## src/rtl/microcode_sequencer.sv

```systemverilog
// microcode_sequencer: 65c02 microcode step sequencer with RDY stall, NMI/IRQ arbitration and optional WAI/STP halt
// Ports:
//   fclk, resb          core clock, asynchronous active-low reset
//   rdy                 step enable (low holds the sequencer, interrupts still sampled)
//   nmib, irqb, i_flag  NMI (edge), IRQ (level), PSR I mask
//   ir_in               opcode captured on the end step
//   uc_addr             ROM address {pseudo, op, step}
//   cw_rom_data         ROM word for uc_addr (same cycle)
//   cw_out, sync        registered control word and its end bit
//   vec_sel             00 none, 01 reset, 10 NMI, 11 IRQ
//   halted, uc_overrun  WAIT/STOP indicator, sticky step-limit error
// Optional feature macro: SEQ_WAI_STP_EN (WAIT/STOP states for WAI_OP/STP_OP)
module microcode_sequencer #(
  parameter int CW_WIDTH   = 64,
  parameter int OPC_WIDTH  = 8,
  parameter int STEP_WIDTH = 3
`ifdef SEQ_WAI_STP_EN
  ,
  parameter logic [OPC_WIDTH-1:0] WAI_OP = 8'hCB,
  parameter logic [OPC_WIDTH-1:0] STP_OP = 8'hDB
`endif
) (
  input  logic                              fclk,
  input  logic                              resb,
  input  logic                              rdy,
  input  logic                              nmib,
  input  logic                              irqb,
  input  logic                              i_flag,
  input  logic [OPC_WIDTH-1:0]              ir_in,
  output logic [OPC_WIDTH+STEP_WIDTH:0]     uc_addr,
  input  logic [CW_WIDTH-1:0]               cw_rom_data,
  output logic [CW_WIDTH-1:0]               cw_out,
  output logic                              sync,
  output logic [1:0]                        vec_sel,
  output logic                              halted,
  output logic                              uc_overrun
);
  logic                  r_nmi_s1, r_nmi_s2, r_nmi_prev, r_irq_s1, r_irq_s2, r_nmi_pend;
  logic [STEP_WIDTH-1:0] r_step;
  logic [OPC_WIDTH-1:0]  r_op;
  logic                  r_pseudo;
  logic [CW_WIDTH-1:0]   r_cw;
  logic [1:0]            r_vec;
  logic                  r_ovr;
  logic                  w_nmi_edge, w_irq_req, w_last, w_end, w_sel, w_run;
  logic                  w_nx_pseudo;
  logic [OPC_WIDTH-1:0]  w_nx_op;
  logic [1:0]            w_nx_vec;

  assign w_nmi_edge = r_nmi_prev & ~r_nmi_s2;
  assign w_irq_req  = ~r_irq_s2 & ~i_flag;
  assign w_last     = &r_step;
  // the last step slot always terminates the instruction, end bit or not
  assign w_end      = cw_rom_data[0] | w_last;

  // pseudo-ops: reset=0, NMI=1, IRQ=2; NMI outranks IRQ
  always_comb begin
    w_nx_pseudo = r_nmi_pend | w_irq_req;
    w_nx_op     = r_nmi_pend ? OPC_WIDTH'(1) : w_irq_req ? OPC_WIDTH'(2) : ir_in;
    w_nx_vec    = r_nmi_pend ? 2'b10 : w_irq_req ? 2'b11 : 2'b00;
  end

`ifdef SEQ_WAI_STP_EN
  typedef enum logic [1:0] {RUN, WAIT, STOP} state_t;
  state_t r_state;
  logic   r_halt;
  logic   w_is_wai, w_is_stp, w_wake;
  assign w_is_wai = ~r_pseudo & (r_op == WAI_OP);
  assign w_is_stp = ~r_pseudo & (r_op == STP_OP);
  // WAIT wakes on any interrupt request, even a masked IRQ
  assign w_wake   = r_nmi_pend | ~r_irq_s2;
  assign w_run    = (r_state == RUN);
  assign w_sel    = rdy & (w_run ? w_end & ~w_is_wai & ~w_is_stp : (r_state == WAIT) & w_wake);
  assign halted   = r_halt;
`else
  assign w_run    = 1'b1;
  assign w_sel    = rdy & w_end;
  assign halted   = 1'b0;
`endif

  always_ff @(posedge fclk or negedge resb) begin
    if (!resb) begin
      r_nmi_s1   <= 1'b1;
      r_nmi_s2   <= 1'b1;
      r_nmi_prev <= 1'b1;
      r_irq_s1   <= 1'b1;
      r_irq_s2   <= 1'b1;
      r_nmi_pend <= 1'b0;
      r_step     <= '0;
      r_op       <= '0;
      r_pseudo   <= 1'b1;
      r_cw       <= '0;
      r_vec      <= 2'b01;
      r_ovr      <= 1'b0;
`ifdef SEQ_WAI_STP_EN
      r_state    <= RUN;
      r_halt     <= 1'b0;
`endif
    end else begin
      r_nmi_s1   <= nmib;
      r_nmi_s2   <= r_nmi_s1;
      r_nmi_prev <= r_nmi_s2;
      r_irq_s1   <= irqb;
      r_irq_s2   <= r_irq_s1;
      // a new edge on the selection cycle survives as a fresh request
      r_nmi_pend <= w_nmi_edge | (r_nmi_pend & ~w_sel);
      if (w_sel) begin
        r_pseudo <= w_nx_pseudo;
        r_op     <= w_nx_op;
        r_vec    <= w_nx_vec;
      end
      if (rdy & w_run) begin
        r_cw   <= cw_rom_data;
        r_step <= w_end ? '0 : r_step + 1'b1;
        if (w_last & ~cw_rom_data[0]) r_ovr <= 1'b1;
      end
`ifdef SEQ_WAI_STP_EN
      if (rdy & w_run & w_end & (w_is_wai | w_is_stp)) begin
        r_state <= w_is_wai ? WAIT : STOP;
        r_halt  <= 1'b1;
      end
      // while halted the word is held but never signals an end step
      if (rdy & ~w_run) begin
        r_cw[0] <= 1'b0;
        if ((r_state == WAIT) & w_wake) begin
          r_state <= RUN;
          r_halt  <= 1'b0;
        end
      end
`endif
    end
  end

  assign uc_addr    = {r_pseudo, r_op, r_step};
  assign cw_out     = r_cw;
  assign sync       = r_cw[0];
  assign vec_sel    = r_vec;
  assign uc_overrun = r_ovr;
endmodule
```

## config.mk

```make
export PLATFORM = sky130hd
export DESIGN_NAME = microcode_sequencer
export DESIGN_NICKNAME = d
export VERILOG_FILES = /design/src/rtl/microcode_sequencer.sv
export SDC_FILE = /design/constraint.sdc
export NUM_CORES = 1
export LEC_CHECK = 0
export ABC_CLOCK_PERIOD_IN_PS = 1950
export CAP_MARGIN = 20
export CORE_MARGIN = 2
export CORE_UTILIZATION = 40
export DETAILED_ROUTE_END_ITERATION = 12
export PLACE_DENSITY = 0.79
export SKIP_CTS_REPAIR_TIMING = 1
export SYNTH_ARGS = -nofsm -noshare
export SYNTH_HDL_FRONTEND = slang
export SYNTH_SLANG_ARGS = --single-unit
```

## constraint.sdc

```tcl
create_clock -name fclk -period 1.95 [get_ports fclk]
set_input_delay 0.195 -clock fclk [delete_from_list [all_inputs] [get_ports fclk]]
set_output_delay 0.195 -clock fclk [all_outputs]
set_load 0.02 [all_outputs]
```

==> out/metrics.yaml, run 1 <==
worst_setup_path:
  r2r_start: "r_step[0]"
  reg2regPathDepth: 5
  crit_type: "register to output pin"
  worstPathCellList: "clkdlybuf4s50_1"
  crit_buf_inv: 1
  critPathRequiredTime_ps: 1750
  arrival_ps: 1490
  crit_fanout: 2
  r2r_setup_slack_ps: 450
  end_kind: "output pin"
  cp_top_family: "buffers and inverters"
  crit-reg2reg-capture: "vec_sel[0]"
  cpMaxStageDelayCell: "clkdlybuf4s50_1"
  crit_start: "vec_sel[0]"
  endpoint: "vec_sel[0]"
  worst_setup_path_start_kind: "register"
  critical_path.max_stage_delay_ps: 600
  cp.depth: 1
route:
  drt_pass1_iterations: 4
  vias: 2276
  avgViaCountPerCell: 4.683
  ant_nets: 0
  drc: 0
  detail_route.wl_per_cell_um: 15.18
  drt_iter0_markers: 43
  postRouteWirelength_mm: 7.379
clock_network:
  clock_tree.buffer_depth: 2
  cts_buffers: 9
  cts_tree: "yes"
  clk_pin_slew_ps: 90
  htree_levels: 3
  clock_sinks: 85
  clockRootBuffer: "clkbuf_8"
  clock_latency_ps: 340
final_layout:
  syn_to_final_growth_pct: 55.65
  nFillCells: 647
  finalInstanceArea_mm2: 0.005099
  final_nets: 456
  seq_area_mm2: 0.002136
  drive_gt1_share_pct: 25.20
  final_cells: 486
  multi_input_area_um2: 970.9
  fin_util_pct: 63.00
  diodes: 0
grt:
  grt_pass1_wl_mm: 11.51
  grt_max_degree: 50
  first_global_vias: 2432
  antenna_found_initial: 0
  grt_overflow: 0
  grt.total_usage_pct: 16.84
synth:
  netlist-cell-type-count: 23
  synth_flop_cell: "dfrtp_1"
  ys_top_cells_by_area: "dfrtp_1, mux2_2, dfstp_2"
  syn_nets: 294
  synth_fa_ha_area_share_pct: 0.7639
  synth.top_cell.area_share_pct: 59.59
  syn-mean-instance-area_um2: 15.31
  yosys_register_bits: 85
  synth_compound_area_share_pct: 3.094
  yosysWarnings: 0
  synth.largest_area_cell: "dfrtp_1"
  synth_common_cells: "dfrtp_1, mux2_2, nand2_1, nand3_1"
  synth-xor-area-share_pct: 0
  synth_area_mm2: 0.003276
  synth_edf_count: 0
  seq_area_frac_synth_pct: 65.20
  synthMostInstantiatedCell: "dfrtp_1"
  ys_async_sr_fraction_pct: 100.0
  yosys.area_share.simple_pct: 3.667
  netlist_instances: 214
  synth_top_family_by_area: "multiplexers"
  muxShareOfSynthArea_pct: 22.00
min_path:
  min_path_type: "primary input to register"
floorplanning:
  die_y_um: 94.50
  core_mm2: 0.008093
  initial_core_util_pct: 40.48
  die_x_um: 94.50
  die_area_mm2: 0.008929
  ios: 159
  core.rowCount: 33
placement:
  port_buffers: 157
  dp_hpwl_mm: 5.437
  dpl_cell_area_mm2: 0.004895
  gp_congestion: 0.6846
  dp_cells: 469
pwr:
  cellLeakagePower_nw: 2.135
  ir_drop_mv: 0.4052
  pwr-share-comb_pct: 24.0
  power_frac_seq_pct: 47.5
  p_int_w: 0.003155
  p_switching_w: 0.001150
  clkPwrFrac_pct: 28.5
  p_sw_share_pct: 26.72
  power_density_mw_per_mm2: 844.4
sta:
  grt_setup_unrepaired: "false"
  slew_violations: 0
  finalCritPeriodShare_pct: 86.44
  setup_tns_ps: 0
  skew_ps: 6.578
  slew-limit-headroom_pct: 61.91
  hold_viol_final: 0
  hold_slack_ps: 250.7
  setup_violations: 0
  finalCriticalPeriod_ps: 1686
  max_freq_mhz: 593.3
  tightest_slew_ps: 571.4
run:
  maxCapViolCount: 0
run_status:
  status: "completed"
## final cells by class
type / instances / area share, %
flip-flops and latches: 85 / 41.89
repair buffers: 164 / 32.25
multi-input cells: 110 / 19.04
clock buffers: 13 / 2.920
well taps: 105 / 2.577
clock inverters: 3 / 0.8834
inverters: 6 / 0.4417
## routing by layer
metal / wire length, um / part of all wire (%) / track usage (%) / vias to the layer above
li1: - / - / - / 1051
met1: 2869 / 39 / 18.86 / 1121
met2: 3707 / 50 / 29.46 / 93
met3: 680 / 9.2 / 5.427 / 11
met4: 122 / 1.7 / 7.246 / 0
met5: 0 / 0 / 0 / -
## per-stage QoR
stage               total power (W)  worst slack (ps)
floorplan                  0.002535             459.7
global placement           0.003092             516.3
detailed placement         0.003121             461.7
CTS                        0.004367             243.8
global route               0.004501             228.4
finish                     0.004305             264.4
## cells by family (layout without fill, tap and decap cells)
logic type	count (synthesis)	count (layout)
flip-flops	85	85
multiplexers	64	64
AND/OR/NAND/NOR	29	29
buffers and inverters	19	186
AO/OA/AOI/OAI	14	14
adder cells (fa/ha/maj)	2	2
other	1	1
## flip-flops by register name, summed over array words and instances (netlist names)
| name | cells |
|---|---|
| r_pseudo | 1 |
| r_step | 3 |
| r_nmi_pend | 1 |
| r_nmi_s1 | 1 |
| r_irq_s1 | 1 |
| r_nmi_s2 | 1 |
| uc_overrun | 1 |
| r_op | 8 |
| cw_out | 64 |
| r_irq_s2 | 1 |
| vec_sel | 2 |
| r_nmi_prev | 1 |
## power groups by stage
stage | combinational [W] | sequential [W] | clock [W]
after floorplan | 0.000254 | 0.00228 | 0
final | 0.00103 | 0.00204 | 0.00123
after detailed placement | 0.00104 | 0.00208 | 0
after global placement | 0.00102 | 0.00207 | 0
after CTS | 0.00105 | 0.00205 | 0.00127
after global routing | 0.00110 | 0.00207 | 0.00133
## worst min path at each step
stage | startpoint | endpoint | slack [ps] | cells past startpoint
3_3_place_gp | resb | cw_out[21] | 190 | 2
5_1_grt | irqb | r_irq_s1 | 240 | 1
3_5_place_dp | resb | cw_out[21] | 200 | 2
2_1_floorplan | resb | cw_out[0] | -100 | 0
6_report | irqb | r_irq_s1 | 250 | 1
4_1_cts | resb | cw_out[21] | -190 | 2
## placed cells by master, fill, tap and decap left out
| cell | synthesis | final |
|---|---|---|
| o21ai_0 | 4 | 4 |
| o22ai_1 | 1 | 1 |
| buf_2 | 1 | 1 |
| nor2_1 | 6 | 6 |
| conb_1 | 1 | 1 |
| nand2_1 | 14 | 14 |
| a31oi_1 | 1 | 1 |
| o31ai_1 | 1 | 1 |
| dlygate4sd3_1 | 0 | 1 |
| bufinv_16 | 0 | 1 |
| dfstp_2 | 7 | 7 |
| buf_4 | 3 | 5 |
| o21ba_2 | 1 | 1 |
| ha_1 | 2 | 2 |
| o21a_4 | 1 | 1 |
| o21ai_2 | 1 | 1 |
| clkdlybuf4s50_1 | 0 | 155 |
| clkbuf_8 | 7 | 10 |
| inv_1 | 6 | 6 |
| dfrtp_1 | 78 | 78 |
| clkbuf_1 | 0 | 3 |
| o41ai_1 | 1 | 1 |
| mux2_2 | 64 | 64 |
| nand3_1 | 9 | 9 |
| a31o_2 | 1 | 1 |
| buf_12 | 0 | 2 |
| a21oi_1 | 2 | 2 |
| clkinvlp_4 | 0 | 2 |
No activity file was read; power rests on OpenSTA's default activity.
==> inputs of run 2 (changes only) <==
--- a/config.mk
+++ b/config.mk
@@ -7,6 +7,7 @@
 export LEC_CHECK = 0
 export ABC_CLOCK_PERIOD_IN_PS = 1950
 export CAP_MARGIN = 20
+export CORE_ASPECT_RATIO = 0.5
 export CORE_MARGIN = 2
 export CORE_UTILIZATION = 40
 export DETAILED_ROUTE_END_ITERATION = 12
==> run 2 against run 1 <==
Sequential share of layout area shrank 0.58 points. Final cell count increased by 0.82%. Die area up 0.49%. Non-clock buffer count is 3 lower. Total power rose by 8.0%. Via count decreased by 0.75%. Global-route usage grew 0.13 points. Worst hold slack improved by 21 ps. Routed wire length increased by 5.4%. Sequential cell count did not move. Register-to-register slack lost 30 ps.
==> out/metrics.yaml, run 2 (synthesis results as in run 1) <==
final_layout:
  multi_input_area_um2: 970.9  # unchanged
  final_cell_mix: "clkdlybuf4s50_1, dfrtp_1, mux2_2, nand2_1"  # was clkdlybuf4s50_1, dfrtp_1, mux2_2, nand2_1, clkbuf_8
  largest_register_ffs: 64  # unchanged
  drive_gt1_share_pct: 25.13  # was 25.20%
  diodes: 0  # unchanged
  mostFrequentLayoutCell: "clkdlybuf4s50_1"  # unchanged
  nFillCells: 581  # was 647
  syn_to_final_growth_pct: 57.83  # was 55.65%
  final_nets: 453  # was 456
  seq_area_mm2: 0.002136  # unchanged
run_status:
  status: "completed"  # unchanged
route:
  drt_pass1_iterations: 4  # unchanged
  drt_iter0_markers: 88  # was 43
  drc: 0  # unchanged
  vias: 2259  # was 2276
  ant_nets: 0  # unchanged
  avgViaCountPerCell: 4.610  # was 4.683
  postRouteWirelength_mm: 7.781  # was 7.379 mm
  detail_route.wl_per_cell_um: 15.88  # was 15.18 um
floorplanning:
  core.rowCount: 23  # was 33
  die_x_um: 132.0  # was 94.50 um
  ios: 159  # unchanged
  initial_core_util_pct: 41.09  # was 40.48%
  core_mm2: 0.007971  # was 0.008093 mm^2
  die_area_mm2: 0.008973  # was 0.008929 mm^2
  die_y_um: 67.99  # was 94.50 um
min_path:
  whs_path_depth: 1  # unchanged
  hold_path_end: "r_nmi_s1"  # was r_irq_s1
  min_path_type: "primary input to register"  # unchanged
  min-delay-start: "nmib"  # was irqb
sta:
  slew_violations: 0  # unchanged
  setup_tns_ps: 0  # unchanged
  hold_viol_final: 0  # unchanged
  hold_slack_ps: 271.7  # was 250.7 ps
  finalCritPeriodShare_pct: 84.71  # was 86.44%
  skew_ps: 8.372  # was 6.578 ps
  max_freq_mhz: 605.4  # was 593.3 MHz
  setup_violations: 0  # unchanged
  grt_setup_unrepaired: "false"  # unchanged
  finalCriticalPeriod_ps: 1652  # was 1686 ps
clock_network:
  clock_tree.buffer_depth: 2  # unchanged
  htree_levels: 3  # unchanged
  clockRootBuffer: "clkbuf_16"  # was clkbuf_8
  clk_pin_slew_ps: 60  # was 90 ps
  cts_tree: "yes"  # unchanged
  cts_buffers: 9  # unchanged
  clock_sinks: 85  # unchanged
  clock_latency_ps: 330  # was 340 ps
worst_setup_path:
  critPathRequiredTime_ps: 1750  # about the same
  worstPathCellList: "clkdlybuf4s50_1"  # unchanged
  crit_buf_inv: 1  # unchanged
  cpMaxStageDelayCell: "clkdlybuf4s50_1"  # unchanged
  r2r_setup_slack_ps: 420  # was 450 ps
  crit-reg2reg-capture: "vec_sel[0]"  # unchanged
  worst_setup_path_start_kind: "register"  # unchanged
  crit_fanout: 2  # unchanged
  end_kind: "output pin"  # unchanged
  critical_path.max_stage_delay_ps: 590  # was 600 ps
  r2r_start: "r_step[0]"  # unchanged
  arrival_ps: 1460  # was 1490 ps
  cp_top_family: "buffers and inverters"  # unchanged
  reg2regPathDepth: 5  # unchanged
  crit_type: "register to output pin"  # unchanged
grt:
  grt_overflow: 0  # unchanged
  grt_pass1_wl_mm: 11.68  # was 11.51 mm
  grt_max_degree: 74  # was 50
  antenna_found_initial: 0  # unchanged
  grt.total_usage_pct: 16.97  # was 16.84%
  first_global_vias: 2304  # was 2432
pwr:
  cellLeakagePower_nw: 2.159  # was 2.135 nW
  ir_drop_mv: 0.4580  # was 0.4052 mV
  power_density_mw_per_mm2: 899.1  # was 844.4 mW/mm^2
placement:
  port_buffers: 157  # unchanged
  gp_congestion: 0.8459  # was 0.6846
  dp_hpwl_mm: 5.799  # was 5.437 mm
run:
  maxCapViolCount: 0  # unchanged
[run 2: cell count changes in the layout (fill, tap and decap cells not counted), sizes merged]
cell	previous run	this run
buf	8	5
clkbuf	13	11
clkinv	0	2
bufinv	1	0
clkinvlp	2	3
[run 2: per-layer routing]
metal / global-route usage, % / routed length (um) / up-vias
met5: 0 / 0 / -
met4: 5.299 / 55 / 0
met3: 4.370 / 233 / 4
met2: 33.20 / 4513 / 45
met1: 18.74 / 2977 / 1159
li1: - / - / 1051
[run 2: final cells by class]
class                      instances  area share (%)
sequential                        85           41.31
clock buffer                      11           4.695
multi-input combinational        110           18.78
clock inverter                     5          0.7018
timing repair buffer             161           31.37
inverter                           6          0.4356
tap                              112           2.711
[run 2: worst max-delay path by stage]
| stage | end | slack, ps | depth (start not counted) | start |
|---|---|---|---|---|
| final | uc_addr[11] | 300 | 1 | r_pseudo |
| after global routing | uc_addr[11] | 260 | 1 | r_pseudo |
| after CTS | uc_addr[11] | 280 | 1 | r_pseudo |
| after detailed placement | vec_sel[0] | 460 | 5 | r_step[0] |
| after global placement | vec_sel[0] | 530 | 5 | r_step[0] |
| after floorplan | r_op[2] | 460 | 6 | r_step[0] |
[run 2: per-stage QoR]
step	power [W]	util [%]	area [um^2]	setup slack [ps]	std cells
5_1_grt	0.004852	64.86	5170	260.7	490
3_3_place_gp	0.003091	61.23	4881	531.5	473
2_1_floorplan	0.002535	-	3276	459.7	214
6_report	0.004648	64.86	5170	298.2	490
4_1_cts	0.004698	64.73	5160	282.2	489
3_5_place_dp	0.003122	61.23	4881	457.2	473
[run 2: power by group]
part	switching (W)	internal (W)	total (W)	leakage [nW]
clock	0.000666	0.000897	0.00156	0.128
sequential	0.000100	0.00195	0.00205	1.00
combinational	0.000461	0.000573	0.00103	1.03
total	0.00123	0.00342	0.00465	2.16
==> inputs of run 3 (changes only) <==
--- a/config.mk
+++ b/config.mk
@@ -5,13 +5,13 @@
 export SDC_FILE = /design/constraint.sdc
 export NUM_CORES = 1
 export LEC_CHECK = 0
-export ABC_CLOCK_PERIOD_IN_PS = 1950
+export ABC_CLOCK_PERIOD_IN_PS = 1300
 export CAP_MARGIN = 20
 export CORE_ASPECT_RATIO = 0.5
 export CORE_MARGIN = 2
-export CORE_UTILIZATION = 40
+export CORE_UTILIZATION = 36
 export DETAILED_ROUTE_END_ITERATION = 12
-export PLACE_DENSITY = 0.79
+export PLACE_DENSITY = 0.75
 export SKIP_CTS_REPAIR_TIMING = 1
 export SYNTH_ARGS = -nofsm -noshare
 export SYNTH_HDL_FRONTEND = slang
==> constraint.sdc (replaced) <==
create_clock -name fclk -period 1.3 [get_ports fclk]
set_input_delay 0.13 -clock fclk [delete_from_list [all_inputs] [get_ports fclk]]
set_output_delay 0.13 -clock fclk [all_outputs]
set_load 0.02 [all_outputs]
==> run 3 against run 2 <==
The flow now finishes with violations (negative setup slack). Total power up 56%. Largest cell class unchanged. First-iteration DRC count up 8.0%. Clock power up 65%. Die area up 11%. Worst setup slack worse by 300 ps. Routed wire length up 11%. Clock skew down 4.9 ps. Sequential power up 50%. Final area up 8.0%.
==> out/metrics.yaml, run 3 (synthesis results as in run 1) <==
worst_setup_path:
  arrival_ps: 1560  # was 1460 ps
  crit_start: "r_step[0]"  # was r_pseudo
  r2r_start: "r_step[0]"  # unchanged
  crit_fanout: 5  # was 2
  end_kind: "register"  # was output pin
  crit_type: "register to register"  # was register to output pin
  cp_top_family: "flip-flops"  # was buffers and inverters
  worst_setup_path_start_kind: "register"  # unchanged
  crit_top_cell: "ha_4"
  cpMaxStageDelayCell: "dfrtp_2"  # was clkdlybuf4s50_1
  critical_path.max_stage_delay_ps: 430  # was 590 ps
  critPathRequiredTime_ps: 1550  # was 1750 ps
  worstPathCellList: "ha_4, ha_4, buf_4, nor2_4, nand3_1, o21ai_1"  # was clkdlybuf4s50_1
  crit_buf_inv: 1  # unchanged
sta:
  skew_ps: 3.466  # was 8.372 ps
  hold_viol_final: 0  # unchanged
  finalCritPeriodShare_pct: 100.3
  setup_ws_ps: -4.059  # was 298.2 ps
  max_freq_mhz: 766.8
  hold_slack_ps: 201.1  # was 271.7 ps
  slew_violations: 0  # unchanged
  setup_violations: 2  # was 0
  finalCriticalPeriod_ps: 1304
  grt_setup_unrepaired: "true"  # was false
clock_network:
  cts_tree: "yes"  # unchanged
  clock_sinks: 85  # unchanged
  clock_tree.buffer_depth: 2  # unchanged
  clk_pin_slew_ps: 60  # about the same
  clockRootBuffer: "clkbuf_16"  # unchanged
  htree_levels: 3  # unchanged
  clock_latency_ps: 330  # about the same
  cts_buffers: 9  # unchanged
min_path:
  min-delay-start: "irqb"  # was nmib
  min_path_type: "primary input to register"  # unchanged
placement:
  pre_cts_ws_ps: -114.4  # was 457.2 ps
  dp_hpwl_mm: 6.341  # was 5.799 mm
  dp_cells: 483  # was 473
  port_buffers: 157  # unchanged
  gp_congestion: 0.8437  # was 0.8459
grt:
  grt.total_usage_pct: 17.78  # was 16.97%
  first_global_vias: 2644  # was 2304
  grt_pass1_wl_mm: 13.46  # was 11.68 mm
  grt_max_degree: 42  # was 74
  antenna_found_initial: 0  # unchanged
  grt_overflow: 0  # unchanged
floorplanning:
  initial_core_util_pct: 37.36  # was 41.09%
  die_y_um: 71.45  # was 67.99 um
  die_area_mm2: 0.009924  # was 0.008973 mm^2
  core_mm2: 0.008768  # was 0.007971 mm^2
  die_x_um: 138.9  # was 132.0 um
  core.rowCount: 24  # was 23
  ios: 159  # unchanged
route:
  avgViaCountPerCell: 4.702  # was 4.610
  route.met2.wl_mm: 4.847  # was 4.513 mm
  ant_nets: 0  # unchanged
  postRouteWirelength_mm: 8.662  # was 7.781 mm
  drt_pass1_iterations: 4  # unchanged
  wl_met3_um: 298  # was 233 um
  detail_route.wl_per_cell_um: 17.22  # was 15.88 um
  detail_route.wirelength.met1_mm: 3.247  # was 2.977 mm
  topRoutingLayerUsed: "met4"  # unchanged
  drc: 0  # unchanged
  drt_iter0_markers: 95  # was 88
  vias: 2365  # was 2259
pwr:
  ir_drop_mv: 0.7694  # was 0.4580 mV
  cellLeakagePower_nw: 3.040  # was 2.159 nW
  power_density_mw_per_mm2: 1296  # was 899.1 mW/mm^2
final_layout:
  diodes: 0  # unchanged
  final_cells: 503  # was 490
  final_cell_mix: "dlymetal6s2s_1, dfrtp_1, clkdlybuf4s50_1, mux2_2, nand2_1"  # was clkdlybuf4s50_1, dfrtp_1, mux2_2, nand2_1
  mostFrequentLayoutCell: "dlymetal6s2s_1"  # was clkdlybuf4s50_1
  syn_to_final_growth_pct: 70.44  # was 57.83%
  final_nets: 461  # was 453
  drive_gt1_share_pct: 30.31  # was 25.13%
  largest_register_ffs: 64  # unchanged
run_status:
  status: "finished, violations left"  # was completed
  violations: "negative setup slack"
run:
  maxCapViolCount: 0  # unchanged
[run 3: cell type report]
cell class,instances,area (um^2)
Inverter,6,22.52
Multi-Input combinational cell,112,1080
Clock buffer,12,256.5
Timing Repair Buffer,167,1892
Sequential cell,85,2138
Clock inverter,4,47.55
Tap cell,117,146.4
Fill cell,646,3186
[run 3: path summary, 6_finish.rpt]
check,to,slack [ps],cells past startpoint
max in group asynchronous,r_nmi_s1,570,3
worst min register to register,r_nmi_s2,350,0
worst min-delay path,r_irq_s1,200,1
min in group asynchronous,cw_out[61],230,2
worst max-delay path,r_step[1],-4,6
worst max register to register,r_step[1],-4,6
[run 3: routing by layer]
| layer | GRT usage, % | up-vias |
|---|---|---|
| li1 | - | 1079 |
| met1 | 19.89 | 1206 |
| met2 | 32.51 | 59 |
| met3 | 4.211 | 21 |
| met4 | 9.091 | 0 |
| met5 | 0 | - |
[run 3: metrics by stage]
stage                     total power (W)  area [um^2]  util (%)  setup TNS (ps)
final                            0.007235         5583     63.67          -5.709
after global routing             0.007556         5583     63.67          -230.6
after CTS                        0.007372         5311     60.57          -13120
after detailed placement         0.004755         5007     57.11          -527.0
after global placement           0.004698         5007     57.11          -39.37
after floorplan                  0.003822         3333         -          -275.3
[run 3: report_power, final]
group	internal, W	switching, W
Combinational	0.000853	0.000734
Clock	0.00159	0.000984
Sequential	0.00293	0.000151
